## config.mk

```make
export PLATFORM = sky130hd
export DESIGN_NAME = regfile_port_arbiter
export DESIGN_NICKNAME = d
export VERILOG_FILES = /design/src/rtl/regfile_port_arbiter.sv
export SDC_FILE = /design/constraint.sdc
export NUM_CORES = 1
export LEC_CHECK = 0
export CAP_MARGIN = 40
export CORE_MARGIN = 3
export CORE_UTILIZATION = 43
export DETAILED_ROUTE_END_ITERATION = 7
export PLACE_DENSITY_LB_ADDON = 0.05
export SLEW_MARGIN = 40
export SYNTH_ARGS = -nofsm -noshare
export SYNTH_HDL_FRONTEND = slang
export SYNTH_HIERARCHICAL = 1
export SYNTH_SLANG_ARGS = --single-unit
```

## constraint.sdc

```tcl
create_clock -name clk -period 2.4 [get_ports clk]
set_input_delay 0.48 -clock clk [delete_from_list [all_inputs] [get_ports clk]]
set_output_delay 0.48 -clock clk [all_outputs]
set_load 0.01 [all_outputs]
```

## src/rtl/regfile_port_arbiter.sv

```systemverilog
// Two-client front end for a single-write/single-read-port register file.
// Clears every register after reset, then round-robins each port between c0 and c1.

module rr_arb2 (
    input  logic       clk,
    input  logic       rst,
    input  logic       en,
    input  logic [1:0] req,
    output logic [1:0] gnt
);
    // ptr=0: c0 wins a tie, ptr=1: c1 wins a tie
    logic ptr;

    always_comb begin
        gnt = 2'b00;
        if (en) begin
            if (req[0] && (!req[1] || !ptr)) gnt = 2'b01;
            else if (req[1])                 gnt = 2'b10;
        end
    end

    always_ff @(posedge clk or negedge rst) begin
        if (!rst)        ptr <= 1'b0;
        else if (gnt[0]) ptr <= 1'b1;
        else if (gnt[1]) ptr <= 1'b0;
    end
endmodule

module regfile_port_arbiter #(
    parameter int            N        = 8,
    parameter int            R        = 32,
    parameter int            RR       = $clog2(R),
    parameter logic [N-1:0]  INIT_VAL = '0
) (
    input  logic          clk,
    input  logic          rst,
    input  logic          c0_wr_req,
    input  logic [RR-1:0] c0_wr_id,
    input  logic [N-1:0]  c0_wr_data,
    output logic          c0_wr_gnt,
    input  logic          c1_wr_req,
    input  logic [RR-1:0] c1_wr_id,
    input  logic [N-1:0]  c1_wr_data,
    output logic          c1_wr_gnt,
    input  logic          c0_rd_req,
    input  logic [RR-1:0] c0_rd_id,
    output logic          c0_rd_gnt,
    output logic          c0_rd_valid,
    output logic [N-1:0]  c0_rd_data,
    input  logic          c1_rd_req,
    input  logic [RR-1:0] c1_rd_id,
    output logic          c1_rd_gnt,
    output logic          c1_rd_valid,
    output logic [N-1:0]  c1_rd_data,
    output logic [N-1:0]  rf_data_in,
    output logic [RR-1:0] rf_reg_id_w,
    output logic          rf_wr,
    output logic [RR-1:0] rf_reg_id_r,
    input  logic [N-1:0]  rf_data_out,
    output logic          init_busy
);
    typedef enum logic {S_INIT, S_RUN} state_t;

    localparam logic [RR-1:0] LAST_ID = RR'(R - 1);

    state_t        state;
    logic [1:0]    wr_gnt, rd_gnt, rd_pend;
    logic [RR-1:0] wr_id, rd_id;
    logic [N-1:0]  wr_data, rd_cap;
    logic          run;

    assign run = (state == S_RUN);

    rr_arb2 u_wr_arb (.clk(clk), .rst(rst), .en(run), .req({c1_wr_req, c0_wr_req}), .gnt(wr_gnt));
    rr_arb2 u_rd_arb (.clk(clk), .rst(rst), .en(run), .req({c1_rd_req, c0_rd_req}), .gnt(rd_gnt));

    assign c0_wr_gnt = wr_gnt[0];
    assign c1_wr_gnt = wr_gnt[1];
    assign c0_rd_gnt = rd_gnt[0];
    assign c1_rd_gnt = rd_gnt[1];

    assign wr_id   = wr_gnt[1] ? c1_wr_id   : c0_wr_id;
    assign wr_data = wr_gnt[1] ? c1_wr_data : c0_wr_data;
    assign rd_id   = rd_gnt[1] ? c1_rd_id   : c0_rd_id;

    // A write landing in the same cycle as the read sample wins over the stale array value
    assign rd_cap = (rf_wr && (rf_reg_id_w == rf_reg_id_r)) ? rf_data_in : rf_data_out;

    always_ff @(posedge clk or negedge rst) begin
        if (!rst) begin
            state       <= S_INIT;
            init_busy   <= 1'b1;
            rf_wr       <= 1'b0;
            rf_reg_id_w <= '0;
            rf_data_in  <= '0;
            rf_reg_id_r <= '0;
            rd_pend     <= 2'b00;
            c0_rd_valid <= 1'b0;
            c1_rd_valid <= 1'b0;
            c0_rd_data  <= '0;
            c1_rd_data  <= '0;
        end else begin
            case (state)
                S_INIT: begin
                    // rf_reg_id_w doubles as the sweep counter; first cycle only raises rf_wr
                    rf_data_in <= INIT_VAL;
                    if (!rf_wr) begin
                        rf_wr <= 1'b1;
                    end else if (rf_reg_id_w == LAST_ID) begin
                        state     <= S_RUN;
                        init_busy <= 1'b0;
                        rf_wr     <= 1'b0;
                    end else begin
                        rf_reg_id_w <= rf_reg_id_w + 1'b1;
                    end
                end
                S_RUN: begin
                    rf_wr <= |wr_gnt;
                    if (|wr_gnt) begin
                        rf_reg_id_w <= wr_id;
                        rf_data_in  <= wr_data;
                    end
                    if (|rd_gnt) rf_reg_id_r <= rd_id;
                end
                default: state <= S_INIT;
            endcase

            rd_pend     <= rd_gnt;
            c0_rd_valid <= rd_pend[0];
            c1_rd_valid <= rd_pend[1];
            if (rd_pend[0]) c0_rd_data <= rd_cap;
            if (rd_pend[1]) c1_rd_data <= rd_cap;
        end
    end
endmodule

```

==> flow_summary.ini <==
[floorplan]
die-area_um2 = 6000
ioPinCount = 92
rows = 25
initial_utilization_pct = 45.6
die_h_um = 77.5
core-area_um2 = 4820
die_x_um = 77.5

[synth]
ys_types = 26
synth_top_area_cell = dfrtp_1
synth_most_common_cell = dfrtp_1
synth_warnings = 6
ys_top_cells_by_area = dfrtp_1, mux2_2, mux2i_1
synth_area_um2 = 2200
synth_area_per_cell_um2 = 11.2
synth_seq_cells = 43
synth-edff-count = 0
netlist.area_leader.share_pct = 47.9
synthesis.nets = 248
seq_area_frac_synth_pct = 49.1
syn-instance-count = 196
synth_ff_type = dfrtp_1
async_flop_share_pct = 100
synthTopCellsByCount = dfrtp_1, mux2_2, nor2_1

[setup_path]
path_class = in2out
cp_num_buf_inv = 2
critPathSlowestCell = clkdlybuf4s50_1
start_kind = input port
reg2reg_depth = 7
cp.arrival_ns = 1.81
r2r-end = rf_reg_id_w[2]$_DFFE_PN0P_
worst_path_largest_cell_delay_ns = 0.57
crit_cells = 4
worst-path-max-fanout = 2
r2r_setup_slack_ns = 0.47
crit_top_cell = clkdlybuf4s50_1
required_ns = 1.92
end_kind = output port
crit_chain = clkdlybuf4s50_1 -> nand2_1 -> a21oi_1 -> clkdlybuf4s50_1
cp_top_family = buffers and inverters
timing.rr.start = rf_reg_id_w[1]$_DFFE_PN0P_

[pwr]
powerDensity_nw_per_um2 = 666
leakage_nw = 1.41
vdd.ir_drop.worst_v = 0.000336
p_total_mw = 2.22

[sta]
rsz0062_at_grt = no
finalHoldViolCount = 0
timing.hold.ws_ns = 0.257
fin_crit_sh_pct = 95.4
fin_setup_tns_ns = 0
fin_skew_ns = 0.00853
period_needed_ns = 2.29
max_freq_ghz = 0.437
tightest_slew_ns = 0.525
slew_viol_final = 0
setup_viol = 0
relSlewSlack_pct = 64.6

[cells_and_area]
n_fill_cell = 414
stdcell_count = 363
area_growth_pct = 51.9
drive_above_1_share_pct = 20.3
nets = 347
final_area_um2 = 3330
antenna-diode-count = 0

[clock_network]
clockRootBuffer = clkbuf_8
cts_buffer_depth = 2
cts_hold_buf = 0
clkTransAtPathRegs_ns = 0.08
post_cts_resize_count = 0
cts_tree = yes
htree_levels = 2
cts.sinks = 43
cts_buffers = 5
worstSkewPairLatency_ns = 0.29
post_cts_buffers = 0

[route]
first_pass_iters = 4
wl_um = 5400
detail_route.wl_per_cell_um = 14.9
route.detailed.drc = 0
ant_nets = 0
drt_iter0_markers = 63
vias_per_cell = 5.00
via_count = 1816

[global_route]
antenna_found_initial = 0
grt_pass1_vias = 1857
grt_pass1_wl_um = 8960
grt_start_max_net_pins = 44
overflow = 0
grt.total_usage_pct = 18.9

[run]
cap_violations = 0

[placement]
portBuffers = 91
place_hpwl_um = 4100
place_inst = 355
gp_congestion = 0.824
placed_cell_area_um2 = 3220

[run_status]
outcome = completed

[hold_path]
hp-class = in2async
==> layer usage <==
layer  up-vias  GRT usage [%]  part of all wire [%]
li1        897              -                     -
met1       857           24.1                    44
met2        58           32.1                    49
met3         4           3.94                   5.3
met4         0           5.52                  0.67
met5         -              0                     0
==> through the flow <==
stage | utilization (%) | setup slack [ns]
2_1_floorplan | - | 0.539
3_3_place_gp | 66.8 | 0.132
3_5_place_dp | 66.8 | 0.102
4_1_cts | 69.2 | 0.108
5_1_grt | 69.2 | 0.0428
6_report | 69.2 | 0.111
==> cell usage in the layout, fill, tap and decap left out, drive strengths merged, types with 2 or more instances in the layout <==
cell,n
inv,3
o21ai,10
nand3,3
mux2i,12
nor2,25
and3,4
mux2,35
and3b,5
a21oi,22
clkdlybuf4s50,90
clkbuf,6
nand2,12
xnor2,5
buf,10
a22o,3
ha,2
dfrtp,42
==> state kept, by name, summed over array words and instances, names as in the netlist, 2 cells and up <==
register and flops:
c0_rd_data 8, rf_data_in 8, rf_reg_id_r 5, c1_rd_data 8
rd_pend 2, rf_reg_id_w 5
==> worst max-delay path by stage <==
stage                       start                         end  slack [ns]
detailed placement      c0_wr_req                   c0_wr_gnt        0.10
CTS                     c0_wr_req                   c0_wr_gnt        0.11
global route            c0_rd_req                   c0_rd_gnt        0.04
finish                  c0_wr_req                   c0_wr_gnt        0.11
global placement        c0_wr_req                   c0_wr_gnt        0.13
floorplan           run$_DFF_PN0_  rf_reg_id_w[1]$_DFFE_PN0P_        0.54
==> final cells by class <==
class / instances / area (µm²) / area share (%)
Timing Repair Buffer: 100 / 973 / 29.2
Inverter: 3 / 11.3 / 0.338
Sequential cell: 43 / 1080 / 32.3
Tap cell: 67 / 83.8 / 2.51
Clock inverter: 2 / 35.0 / 1.05
Clock buffer: 6 / 82.6 / 2.48
Multi-Input combinational cell: 142 / 1070 / 32.1
==> logic make-up after synthesis <==
logic type	after synthesis	share of synthesized area, %
muxes	47	23.4
DFF	43	49.1
AOI/OAI and AO/OA	37	10.4
xor gates and xnor gates	5	1.99
buffers and inverters	11	2.34
adders and majority gates	2	1.14
and+or+nand+nor	51	11.7
==> power breakdown <==
| group | internal [mW] | switching, mW | leakage, nW |
|---|---|---|---|
| Sequential | 0.838 | 0.100 | 0.505 |
| Clock | 0.337 | 0.239 | 0.0612 |
| Combinational | 0.443 | 0.266 | 0.844 |
Power figures use the tool's default switching activity.
